### config.mk
export PLATFORM = sky130hd
export DESIGN_NAME = alu_sequencer
export DESIGN_NICKNAME = d
export VERILOG_FILES = /design/src/rtl/cpu2_pkg.sv /design/src/rtl/alu_regfile.sv /design/src/rtl/alu_sequencer.sv
export SDC_FILE = /design/constraint.sdc
export NUM_CORES = 1
export LEC_CHECK = 0
export ABC_AREA = 1
export CELL_PAD_IN_SITES_DETAIL_PLACEMENT = 0
export CELL_PAD_IN_SITES_GLOBAL_PLACEMENT = 1
export CORE_ASPECT_RATIO = 1.4
export CORE_UTILIZATION = 39
export CTS_CLUSTER_DIAMETER = 200
export DETAILED_ROUTE_END_ITERATION = 6
export GPL_ROUTABILITY_DRIVEN = 0
export PLACE_DENSITY_LB_ADDON = 0.1
export SKIP_CTS_REPAIR_TIMING = 1
export SYNTH_ARGS = -nofsm -noshare
export SYNTH_HDL_FRONTEND = slang
export SYNTH_SLANG_ARGS = --single-unit
### constraint.sdc
create_clock -name clk -period 2.2 [get_ports clk]
set_input_delay 0.66 -clock clk [delete_from_list [all_inputs] [get_ports clk]]
set_output_delay 0.66 -clock clk [all_outputs]
set_load 0.005 [all_outputs]
### src/rtl/cpu2_pkg.sv
// Shared definitions for the cpu2 ALU sequencer: ALU op codes, sequencer
// FSM states and instruction field decoding.
package cpu2_pkg;

    typedef enum logic [1:0] {
        OP_ADD = 2'b00,
        OP_SUB = 2'b01,
        OP_AND = 2'b10,
        OP_OR  = 2'b11
    } alu_op_e;

    typedef enum logic [1:0] {
        S_IDLE = 2'b00,
        S_READ = 2'b01,
        S_EXEC = 2'b10,
        S_WB   = 2'b11
    } seq_state_e;

    localparam int unsigned INSTR_W = 8;
    localparam int unsigned REG_AW  = 2;

    // Instruction layout: [7:6] op, [5:4] rd, [3:2] rs1, [1:0] rs2
    localparam int unsigned OP_LSB  = 6;
    localparam int unsigned RD_LSB  = 4;
    localparam int unsigned RS1_LSB = 2;
    localparam int unsigned RS2_LSB = 0;

    function automatic logic [1:0] instr_op(input logic [INSTR_W-1:0] instr);
        return instr[OP_LSB +: 2];
    endfunction

    function automatic logic [REG_AW-1:0] instr_rd(input logic [INSTR_W-1:0] instr);
        return instr[RD_LSB +: REG_AW];
    endfunction

    function automatic logic [REG_AW-1:0] instr_rs1(input logic [INSTR_W-1:0] instr);
        return instr[RS1_LSB +: REG_AW];
    endfunction

    function automatic logic [REG_AW-1:0] instr_rs2(input logic [INSTR_W-1:0] instr);
        return instr[RS2_LSB +: REG_AW];
    endfunction

endpackage

### src/rtl/alu_regfile.sv
// NREGS x WIDTH register file: two combinational operand read ports, one
// combinational debug read port, one synchronous write port.
module alu_regfile #(
    parameter int unsigned WIDTH = 8,
    parameter int unsigned NREGS = 4,
    parameter int unsigned AW    = $clog2(NREGS)
) (
    input  logic             clk,
    input  logic             reset,
    input  logic             we_i,
    input  logic [AW-1:0]    waddr_i,
    input  logic [WIDTH-1:0] wdata_i,
    input  logic [AW-1:0]    raddr_a_i,
    output logic [WIDTH-1:0] rdata_a_o,
    input  logic [AW-1:0]    raddr_b_i,
    output logic [WIDTH-1:0] rdata_b_o,
    input  logic [AW-1:0]    dbg_addr_i,
    output logic [WIDTH-1:0] dbg_data_o
);

    logic [WIDTH-1:0] regs_q [NREGS];

    // Storage: synchronous clear on reset, single write per cycle.
    always_ff @(posedge clk) begin
        if (reset) begin
            for (int unsigned i = 0; i < NREGS; i++) begin
                regs_q[i] <= '0;
            end
        end else if (we_i) begin
            regs_q[waddr_i] <= wdata_i;
        end
    end

    // Read ports see the stored value, so a write becomes visible next cycle.
    always_comb begin
        rdata_a_o  = regs_q[raddr_a_i];
        rdata_b_o  = regs_q[raddr_b_i];
        dbg_data_o = regs_q[dbg_addr_i];
    end

endmodule

### src/rtl/alu_sequencer.sv
// Sequences instructions onto an external combinational ALU: accepts one
// instruction per handshake, reads operands from the local register file,
// registers them onto the ALU ports, captures the result and writes it back.
module alu_sequencer
    import cpu2_pkg::*;
#(
    parameter int unsigned WIDTH = 8,
    parameter int unsigned NREGS = 4
) (
    input  logic             clk,
    input  logic             reset,
    input  logic             instr_valid,
    output logic             instr_ready,
    input  logic [7:0]       instr,
    input  logic             instr_load,
    input  logic [WIDTH-1:0] imm,
    output logic [WIDTH-1:0] alu_a,
    output logic [WIDTH-1:0] alu_b,
    output logic [1:0]       alu_op,
    input  logic [WIDTH-1:0] alu_result,
    output logic             done,
    output logic             zero,
    output logic [7:0]       op_count,
    input  logic [1:0]       dbg_addr,
    output logic [WIDTH-1:0] dbg_data
);

    seq_state_e state_q, state_d;

    logic [INSTR_W-1:0] instr_q;
    logic               load_q;
    logic [WIDTH-1:0]   imm_q;
    logic [WIDTH-1:0]   result_q;
    logic [WIDTH-1:0]   alu_a_q, alu_b_q;
    logic [1:0]         alu_op_q;
    logic               done_q, zero_q;
    logic [7:0]         op_count_q;

    logic               accept;
    logic               wb_en;
    logic [WIDTH-1:0]   wb_value;
    logic [WIDTH-1:0]   rs1_data, rs2_data;

    alu_regfile #(
        .WIDTH (WIDTH),
        .NREGS (NREGS)
    ) u_regfile (
        .clk        (clk),
        .reset      (reset),
        .we_i       (wb_en),
        .waddr_i    (instr_rd(instr_q)),
        .wdata_i    (wb_value),
        .raddr_a_i  (instr_rs1(instr_q)),
        .rdata_a_o  (rs1_data),
        .raddr_b_i  (instr_rs2(instr_q)),
        .rdata_b_o  (rs2_data),
        .dbg_addr_i (dbg_addr),
        .dbg_data_o (dbg_data)
    );

    // Next-state and handshake decode; loads skip straight to write-back.
    always_comb begin
        state_d     = state_q;
        accept      = 1'b0;
        instr_ready = 1'b0;
        case (state_q)
            S_IDLE: begin
                instr_ready = 1'b1;
                if (instr_valid) begin
                    accept  = 1'b1;
                    state_d = instr_load ? S_WB : S_READ;
                end
            end
            S_READ:  state_d = S_EXEC;
            S_EXEC:  state_d = S_WB;
            S_WB:    state_d = S_IDLE;
            default: state_d = S_IDLE;
        endcase
        wb_en    = (state_q == S_WB);
        wb_value = load_q ? imm_q : result_q;
    end

    // FSM state register.
    always_ff @(posedge clk) begin
        if (reset) state_q <= S_IDLE;
        else       state_q <= state_d;
    end

    // Latch the offered instruction on the accepting edge.
    always_ff @(posedge clk) begin
        if (reset) begin
            instr_q <= '0;
            load_q  <= 1'b0;
            imm_q   <= '0;
        end else if (accept) begin
            instr_q <= instr;
            load_q  <= instr_load;
            imm_q   <= imm;
        end
    end

    // ALU port registers: loaded only in READ, otherwise hold.
    always_ff @(posedge clk) begin
        if (reset) begin
            alu_a_q  <= '0;
            alu_b_q  <= '0;
            alu_op_q <= '0;
        end else if (state_q == S_READ) begin
            alu_a_q  <= rs1_data;
            alu_b_q  <= rs2_data;
            alu_op_q <= instr_op(instr_q);
        end
    end

    // Capture the ALU output after it has had a full cycle to settle.
    always_ff @(posedge clk) begin
        if (reset)                 result_q <= '0;
        else if (state_q == S_EXEC) result_q <= alu_result;
    end

    // Completion status, updated on the write-back edge.
    always_ff @(posedge clk) begin
        if (reset) begin
            done_q     <= 1'b0;
            zero_q     <= 1'b0;
            op_count_q <= '0;
        end else begin
            done_q <= wb_en;
            if (wb_en) begin
                zero_q     <= (wb_value == '0);
                op_count_q <= op_count_q + 8'd1;
            end
        end
    end

    // Output port drive.
    always_comb begin
        alu_a    = alu_a_q;
        alu_b    = alu_b_q;
        alu_op   = alu_op_q;
        done     = done_q;
        zero     = zero_q;
        op_count = op_count_q;
    end

endmodule

# Yosys cells after proc, flatten, opt, wreduce, memory -nomap -nowiden
# Memories as Yosys holds them, arrays and structs flattened. A register that Yosys moved wholly into a read port is not among the register bits.
# Index checks and enable logic that the tools add are counted.
# op_classes
mux	15
n_reduce_logical	3
add_sub_neg	1
n_eq_ne	4
# ops
operator	count
8-bit 2-to-1 mux	2
1-bit 2-to-1 mux	9
8-bit by 1-bit adder with 8-bit output, second input constant	1
8-bit zero test	1
2-bit one-hot mux with 4 select lines	1
8-bit OR reduction	1
2-bit 2-to-1 mux	3
2-bit == test, second input constant	2
2-bit by 1-bit == test with 1-bit output, second input constant	1
2-bit zero test	1
2-bit inequality test, second input constant	1
# word_totals
mem_bits_rw	32
regBits	39
n_memories	1
# memory_table
name	words	word_bits	rd	rd_clocked_by_memory_dff	wr	line	source
u_regfile.regs_q	4	8	3	2	4	alu_regfile.sv:21	logic [WIDTH-1:0] regs_q [NREGS];

# Logic depth before layout (Yosys ltp)
# Gate-level depths: netlist of the first run.
# depth
word_depth	6
mapped_depth	8

# Modules after synthesis
# From an unflattened synthesis of the first run, not the netlist that was laid out.
# hier_totals
hier_cells	603
area_unflattened_um2	4384.2
# modules_own_cells
mod	seq_area_each_um2	instances	area_per_inst_um2	cells_each
alu_sequencer	1101.1	1	2232.1	298
alu_regfile	960.9	1	2152.1	305

# Worst setup path after synthesis of the first run
# Ideal clock, no wire load.
# synth_path
path_type	input to register
start	input reset
end	memory u_regfile.regs_q[3][0], enable pin
t_required_ps	1817
setup_slack_ps	146
setup_time_ps	383
arrival_ps	1671
cell_stages	5
n_path_buf	1
cell_sequence	inv_2 nand2_1 buf_2 nor2_4 nor3_1
# synth_rtl
element	line	source
start: declaration	alu_sequencer.sv:11	input logic reset,
end: declaration	alu_regfile.sv:21	

# Final worst setup path of the first run
# layout_path
start	input dbg_addr[0]
end	output dbg_data[5]
# layout_between
elab_chain_len	1
# layout_lines
element	line	source
start: declaration	alu_sequencer.sv:24	input logic [1:0] dbg_addr,
memory 4 x 8 bit	n/a	
end: declaration	alu_sequencer.sv:25	output logic [WIDTH-1:0] dbg_data
# No other way between the ends.

==> impl_metrics.ini, run 1 <==
[sta]
whs_ps = 458.4
slew_headroom_pct = 59.10
finalHoldViolCount = 0
rsz0062_at_grt = yes
setup_slack_ps = -20.21
finClkSkew_ps = 7.615
worstMarginPinSlew_ps = 612.6
setup_viol = 1
maxSlewViolCount = 0
fin_crit_sh_pct = 100.9
post-route-min-period_ps = 2220
clock.fmax_mhz = 450.4

[floorplanning]
pin_count = 67
die_y_um = 122.5
initial_core_util_pct = 40.41
core_um2 = 10010
rows = 43
die_w_um = 88.06
die-area_um2 = 10790

[power]
switching_share_pct = 32.37
ir_drop_uv = 582.0
combinationalPowerShare_pct = 30.6
clkPwrFrac_pct = 28.1
leakage_nw = 2.223
p_int_mw = 3.533
power_density_nw_per_um2 = 975.1
p_sw_mw = 1.691
p_seq_share_pct = 41.4

[route]
routed_via_density = 4.937
via_count = 3683
drtIter0Drc = 273
routed_wl_um = 10530
drcViolationCount = 0
firstDrtPassIters = 5
avgRoutedWirePerCell_um = 14.11
postRouteAntennaNets = 0

[cts]
clock_sinks = 87
cts_buffers = 9
cts_htree_levels = 3
cts_tree = yes
cts_root_buf = clkbuf_16
clock_latency_ps = 340
clk_pin_slew_ps = 60
clock_path_buffers = 2

[outcome]
violations = setup timing
status = finished, violations left

[cells_and_area]
areaGrowthSynthToFinish_pct = 32.49
drive_gt1_share_pct = 10.97
final_nets = 642
final_cells = 746
stdcell_area_um2 = 5358
diodes = 0

[hold_path]
min_to = imm_q[1]$_SDFFE_PP0P_
hold_depth = 2
hold_path.class = register to register
hold_path_startpoint = imm_q[1]$_SDFFE_PP0P_

[synthesis]
synth_cell_types = 22
avgSynthCellArea_um2 = 7.747
yosysSeqAreaShare_pct = 50.99
synth_top_area_share_pct = 27.23
synth_nets = 558
synth_edf_count = 32
synth_area_leaders = dfxtp_1, edfxtp_1, nor2_1
synthCells = 522
synth_async_sr_flop_share_pct = 0
ys_warn_count = 0
yosys.area.top_type = dfxtp_1
syn_area_um2 = 4044
synthTopCellsByCount = nor2_1, nand2_1, a21oi_1, o21ai_0, inv_1
ys_seq_elements = 87
ys.flop_type = dfxtp_1
yosysMostFrequentCell = nor2_1

[worst_setup_path]
rr_endpoint = u_regfile.regs_q[2][2]$_SDFFCE_PN0P_
critPathMaxFanout = 4
reg2reg_depth = 6
r2r_start = state_q[1]$_SDFFE_PP0P_
arrival_ps = 1560
crit_type = input port to primary output
crit_path_end_kind = primary output
rrSetupSlack_ps = 530
cp-start-kind = input port
cp.required_ps = 1540

[run]
drv_cap = 0

[place]
port_buffers = 66
place_area_um2 = 4949
dp_hpwl_um = 7696
dp_cells = 718

[global_routing]
grt_use_total_pct = 20.57
grt_pass1_wl_um = 16330
grt-ovfl-total = 0
antenna_found_initial = 0
grt_max_degree = 36
grt_pass1_vias = 3341
## worst max-delay path: stages
cell and delay (ps):
buf_6 100, clkinvlp_4 100, buf_6 140, buf_4 130
o21ai_2 100, a21oi_1 50, a21oi_1 150, buf_2 130
## worst max-delay path by stage
| stage | startpoint | endpoint | slack, ps | depth (start not counted) |
|---|---|---|---|---|
| 2_1_floorplan | reset | u_regfile.regs_q[3][0]$_DFFE_PP_ | 150 | 5 |
| 3_3_place_gp | dbg_addr[0] | dbg_data[5] | -740 | 6 |
| 3_5_place_dp | dbg_addr[0] | dbg_data[6] | -750 | 6 |
| 4_1_cts | dbg_addr[0] | dbg_data[6] | -770 | 6 |
| 5_1_grt | dbg_addr[0] | dbg_data[5] | -100 | 8 |
| 6_report | dbg_addr[0] | dbg_data[5] | -20 | 8 |
## per-layer routing
layer | track usage [%] | vias to the layer above | routed length [um]
li1 | - | 1882 | -
met1 | 22.21 | 1690 | 4130
met2 | 38.47 | 95 | 5805
met3 | 3.766 | 16 | 352
met4 | 8.770 | 0 | 240
met5 | 0 | - | 0
## power groups by stage
stage,sequential [mW],combinational (mW),clock [mW]
2_1_floorplan,2.12,0.996,0
3_5_place_dp,2.19,1.59,0
5_1_grt,2.20,1.81,1.57
6_report,2.16,1.60,1.47
4_1_cts,2.16,1.60,1.51
3_3_place_gp,2.19,1.56,0
## cells by family after synthesis
group           count (synthesis)  synth area share (%)
flops                          87                 50.99
simple gates                  206                 20.17
compound gates                137                 18.10
mux                             1                0.2475
fa+ha+maj                       6                 1.856
buf+inv                        85                 8.632
## state kept, by name, indices dropped and copies added (netlist names)
name,flops
alu_op,2
op_count,8
result_q,8
alu_a,8
u_regfile.regs_q,32
alu_b,8
state_q,2
imm_q,8
load_q,1
instr_q,8
done,1
zero,1
## stage by stage
step           worst slack [ps]  power (mW)  TNS [ps]  util (%)
2_1_floorplan             145.7       3.116         0         -
3_3_place_gp             -738.3       3.749     -5612     49.45
3_5_place_dp             -747.2       3.783     -5865     49.45
4_1_cts                  -769.3       5.263     -5838     52.34
5_1_grt                  -100.8       5.579    -122.1     53.54
6_report                 -20.21       5.224    -20.21     53.54
## cells in the final DEF (no fill, tap or decap), drive strengths merged, types with 4 or more instances in the layout
cell           synthesis  final
nor2                 106    106
nand2                 76     76
o21ai                 60     60
a21oi                 59     59
clkdlybuf4s50          0     56
dfxtp                 55     55
inv                   57     55
buf                   17     39
edfxtp                32     32
nand3                 20     20
o211ai                16     16
clkbuf                11     10
ha                     6      6
clkinv                 0      5
nor3                   4      4
dlymetal6s2s           0      4
clkinvlp               0      4
## cell type report
| type | instances | area, um2 |
|---|---|---|
| timing repair inverter | 1 | 7.507 |
| timing repair buffer | 100 | 957.2 |
| clock buffer | 9 | 225.2 |
| clock inverter | 7 | 63.81 |
| fill | 975 | 4649 |
| inverter | 57 | 221.5 |
| multi-input combinational | 350 | 1650 |
| tap | 135 | 168.9 |
| sequential | 87 | 2063 |
Power figures use the tool's default switching activity.
==> inputs of run 2 (changes only) <==
--- a/config.mk
+++ b/config.mk
@@ -8,7 +8,7 @@
 export ABC_AREA = 1
 export CELL_PAD_IN_SITES_DETAIL_PLACEMENT = 0
 export CELL_PAD_IN_SITES_GLOBAL_PLACEMENT = 1
-export CORE_ASPECT_RATIO = 1.4
+export CORE_ASPECT_RATIO = 0.5
 export CORE_UTILIZATION = 39
 export CTS_CLUSTER_DIAMETER = 200
 export DETAILED_ROUTE_END_ITERATION = 6
==> run 2 against run 1 <==
  * The flow now finishes without violations
  * Global-route usage down 0.35 points
  * Cell count decreased by 0.80%
  * Sequential cell count is the same
  * Sequential share of layout area is 0.76 points higher
  * Fmax is 4.5% higher
==> impl_metrics.ini, run 2 (synthesized netlist as in run 1, its figures left out) <==
[outcome]
status = complete, no violations

[cts]
cts_tree = yes
clock_latency_ps = 340
clk_pin_slew_ps = 60
clock_path_buffers = 2
cts_htree_levels = 3
clock_sinks = 87
cts_root_buf = clkbuf_16
cts_buffers = 9

[floorplanning]
initial_core_util_pct = 41.44
die-area_um2 = 10810
core_um2 = 9759
die_w_um = 146.0
rows = 25
pin_count = 67
die_y_um = 74.01

[power]
power_density_nw_per_um2 = 981.9
leakage_nw = 2.194
ir_drop_uv = 403.6

[global_routing]
use_met1_pct = 29.36
antenna_found_initial = 0
grt-ovfl-total = 0
grt_pass1_wl_um = 16950
grt_use_total_pct = 20.22
met3_usage_pct = 5.583
grt_max_degree = 36
top_usage_layer = met1
grt.met2_usage_pct = 29.24
grt_pass1_vias = 3306

[cells_and_area]
diodes = 0
drive_gt1_share_pct = 9.752
final_nets = 636
final_common_cell = nor2_1
areaGrowthSynthToFinish_pct = 29.86
final_cells = 740
stdcell_area_um2 = 5251
mostFrequentLayoutCells = nor2_1, nand2_1, a21oi_1
largest_reg_flops = 32
top_register = u_regfile.regs_q

[worst_setup_path]
cp_top_family = buffers and inverters
arrival_ps = 1470
rrSetupSlack_ps = 480
cp.required_ps = 1540
path_buf_inv = 2
worstPathCellList = inv_2 -> ha_2 -> clkdlybuf4s50_1
critPathMaxFanout = 4
cp-start-kind = register
slowest_stage = clkdlybuf4s50_1
crit_type = register to primary output
critPathMaxStageDelay_ps = 500
crit_path_end_kind = primary output

[place]
pre_cts_ws_ps = -730.5
dp_hpwl_um = 7101
place_area_um2 = 4981
port_buffers = 66
dp_cells = 724

[sta]
fin_crit_sh_pct = 96.61
worstMarginPinSlew_ps = 663.5
finClkSkew_ps = 6.305
maxSlewViolCount = 0
post-route-min-period_ps = 2125
whs_ps = 451.8
setup_slack_ps = 74.59
slew_headroom_pct = 55.30
setup_tns_ps = 0
finalHoldViolCount = 0
rsz0062_at_grt = no
setup_viol = 0
clock.fmax_mhz = 470.5

[route]
drcViolationCount = 0
via_count = 3544
routed_via_density = 4.789
firstDrtPassIters = 5
avgRoutedWirePerCell_um = 13.41
drtIter0Drc = 207
postRouteAntennaNets = 0
routed_wl_um = 9922

[hold_path]
hold_path.class = register to register

[run]
drv_cap = 0
run 2: metrics by stage:
stage / power, mW / utilization, %
after global placement: 3.741 / 51.04
after detailed placement: 3.761 / 51.04
after floorplan: 3.116 / -
final: 5.156 / 53.81
after CTS: 5.214 / 53.87
after global routing: 5.541 / 53.81
run 2: path summary, 6_finish.rpt:
path / from / to / cells after the start
setup / recovery: state_q[1]$_SDFFE_PP0P_ / instr_ready / 3
hold / removal: imm_q[4]$_SDFFE_PP0P_ / imm_q[4]$_SDFFE_PP0P_ / 2
setup reg to reg: state_q[0]$_SDFFE_PP0P_ / u_regfile.regs_q[2][1]$_SDFFCE_PN0P_ / 6
hold reg to reg: imm_q[4]$_SDFFE_PP0P_ / imm_q[4]$_SDFFE_PP0P_ / 2
run 2: cell type report:
cell class | count | area, um2
Clock buffer | 13 | 260.3
Multi-Input combinational cell | 350 | 1639
Tap cell | 135 | 168.9
Sequential cell | 87 | 2062
Clock inverter | 3 | 16.27
Fill cell | 991 | 4508
Inverter | 57 | 214.0
Timing Repair Buffer | 95 | 890.9
run 2: power breakdown:
part	switching [mW]	internal [mW]
Combinational	0.881	0.694
Sequential	0.192	1.96
Clock	0.608	0.825
Total	1.68	3.47
run 2: metal layers:
| layer | vias up | wire [um] |
|---|---|---|
| met5 | - | 0 |
| li1 | 1870 | - |
| met3 | 8 | 466 |
| met2 | 73 | 3913 |
| met1 | 1593 | 5469 |
| met4 | 0 | 72 |
run 2: worst reg2reg max path, delay by kind of cell, from the launching register on:
kind / cells / cell delay [ps]
DFF: 1 / 390
buffers and inverters: 1 / 130
adders and majority gates: 1 / 270
and+or+nand+nor: 4 / 640
==> inputs of run 3 (changes only) <==
--- a/config.mk
+++ b/config.mk
@@ -9,7 +9,8 @@
 export CELL_PAD_IN_SITES_DETAIL_PLACEMENT = 0
 export CELL_PAD_IN_SITES_GLOBAL_PLACEMENT = 1
 export CORE_ASPECT_RATIO = 0.5
-export CORE_UTILIZATION = 39
+export CORE_UTILIZATION = 40
+export CTS_BUF_LIST = sky130_fd_sc_hd__clkbuf_4 sky130_fd_sc_hd__clkbuf_8
 export CTS_CLUSTER_DIAMETER = 200
 export DETAILED_ROUTE_END_ITERATION = 6
 export GPL_ROUTABILITY_DRIVEN = 0
==> run 3 against run 2 <==
  * Count of clock-buffer cells in the layout is 4 lower
  * Via count decreased by 2.7%
  * First-iteration DRC count shrank 51%
  * Setup slack got worse by 29 ps
  * Routed wire length down 2.9%
  * Largest cell class unchanged
  * Largest power group unchanged
==> impl_metrics.ini, run 3 (synthesized netlist as in run 1, its figures left out) <==
[worst_setup_path]
cp.required_ps = 1540
crit_path_end_kind = primary output
rr_endpoint = u_regfile.regs_q[2][4]$_SDFFCE_PN0P_
r2r_start = state_q[0]$_SDFFE_PP0P_
critPathMaxFanout = 7
rrSetupSlack_ps = 520
cp-start-kind = input port
reg2reg_depth = 6
arrival_ps = 1490
crit_type = input port to primary output

[cells_and_area]
final_nets = 633
areaGrowthSynthToFinish_pct = 28.25
largest_reg_flops = 32
top_register = u_regfile.regs_q
diodes = 0
multi_input_area_um2 = 1675
final_cells = 737
seq_area_um2 = 2064
drive_gt1_share_pct = 10.63
fillerInstances = 946
mostFrequentLayoutCells = nor2_1, nand2_1, clkdlybuf4s50_1
final_common_cell = nor2_1

[cts]
cts_htree_levels = 3
clk_pin_slew_ps = 80
clock_latency_ps = 360
clock_path_buffers = 2
cts_buffers = 9
cts_root_buf = clkbuf_8
clock_sinks = 87
cts_tree = yes

[global_routing]
grt_pass1_vias = 3261
grt_use_total_pct = 20.10
grt-ovfl-total = 0
grt_max_degree = 36
grt_pass1_wl_um = 16190
antenna_found_initial = 0

[route]
firstDrtPassIters = 4
postRouteAntennaNets = 0
drtIter0Drc = 101
avgRoutedWirePerCell_um = 13.07
routed_via_density = 4.677
routed_wl_um = 9630
via_count = 3447
drcViolationCount = 0

[power]
p_seq_share_pct = 44.7
clkPwrFrac_pct = 22.4
ir_drop_uv = 405.6
p_int_mw = 3.170
p_sw_mw = 1.642
switching_share_pct = 34.12
power_density_nw_per_um2 = 927.8
leakage_nw = 2.150
combinationalPowerShare_pct = 32.9
finalPower_mw = 4.812

[sta]
finalHoldViolCount = 0
clock.fmax_mhz = 464.3
rsz0062_at_grt = yes
worstMarginPinSlew_ps = 703.1
setup_viol = 0
slew_headroom_pct = 52.63
setup_tns_ps = 0
fin_crit_sh_pct = 97.91
post-route-min-period_ps = 2154
maxSlewViolCount = 0
finClkSkew_ps = 13.84

[floorplanning]
die_y_um = 73.10
die_w_um = 144.2
die-area_um2 = 10540
initial_core_util_pct = 41.97
rows = 25
core_um2 = 9634
pin_count = 67

[hold_path]
min_to = imm_q[0]$_SDFFE_PP0P_
hold_path.class = register to register
hold_depth = 2
hold_path_startpoint = imm_q[0]$_SDFFE_PP0P_

[outcome]
status = complete, no violations

[run]
drv_cap = 0

[place]
dp_hpwl_um = 7005
port_buffers = 66
dp_cells = 721
[run 3: cell types whose count changed in the layout (fill, tap and decap cells not counted), sizes merged]
cell,previous run,this run
inv,58,57
clkinvlp,0,1
bufinv,0,1
clkinv,2,5
dlymetal6s2s,4,5
clkbuf,16,11
buf,32,29
[run 3: worst max path at each step]
stage / slack (ps) / start / to / depth (start not counted)
3_5_place_dp: -770 / dbg_addr[0] / dbg_data[1] / 7
3_3_place_gp: -720 / dbg_addr[0] / dbg_data[0] / 7
5_1_grt: -20 / dbg_addr[0] / dbg_data[2] / 7
6_report: 50 / dbg_addr[0] / dbg_data[2] / 7
2_1_floorplan: 150 / reset / u_regfile.regs_q[3][0]$_DFFE_PP_ / 5
4_1_cts: -790 / dbg_addr[0] / dbg_data[2] / 7
[run 3: worst max-delay path, stage by stage]
cell	delay [ps]
dlymetal6s2s_1	140
inv_2	90
buf_4	150
buf_4	110
a21oi_1	60
a21oi_1	140
clkbuf_2	130
[run 3: final cells by class]
class                      instances  area share [%]
tap                              135           3.257
inverter                          57           4.125
multi-input combinational        350           32.30
sequential                        87           39.81
clock inverter                     7           1.230
clock buffer                       9           2.388
timing repair buffer              92           16.89
[run 3: stage by stage]
stage	setup WS, ps	hold slack [ps]	cell area [um2]	utilization [%]
floorplan	145.7	428.6	4044	-
global placement	-716.6	440.2	4959	51.47
detailed placement	-771.7	444.6	4959	51.47
CTS	-791.0	458.8	5146	53.42
global route	-22.11	480.3	5186	53.83
finish	46.04	458.4	5186	53.83
[run 3: metal layers]
metal | wire length, um | global-route usage, % | part of all wire, % | up-vias
li1 | - | - | - | 1858
met1 | 5345 | 29.63 | 56 | 1496
met3 | 539 | 5.381 | 5.6 | 8
met5 | 0 | 0 | 0 | -
met2 | 3671 | 28.61 | 38 | 85
met4 | 74 | 5.614 | 0.77 | 0
[run 3: power by group through the flow]
stage / Sequential [mW] / Clock [mW] / Combinational (mW)
after global placement: 2.18 / 0 / 1.55
after CTS: 2.14 / 1.12 / 1.58
after floorplan: 2.12 / 0 / 0.996
final: 2.15 / 1.08 / 1.58
after global routing: 2.19 / 1.18 / 1.82
after detailed placement: 2.18 / 0 / 1.57
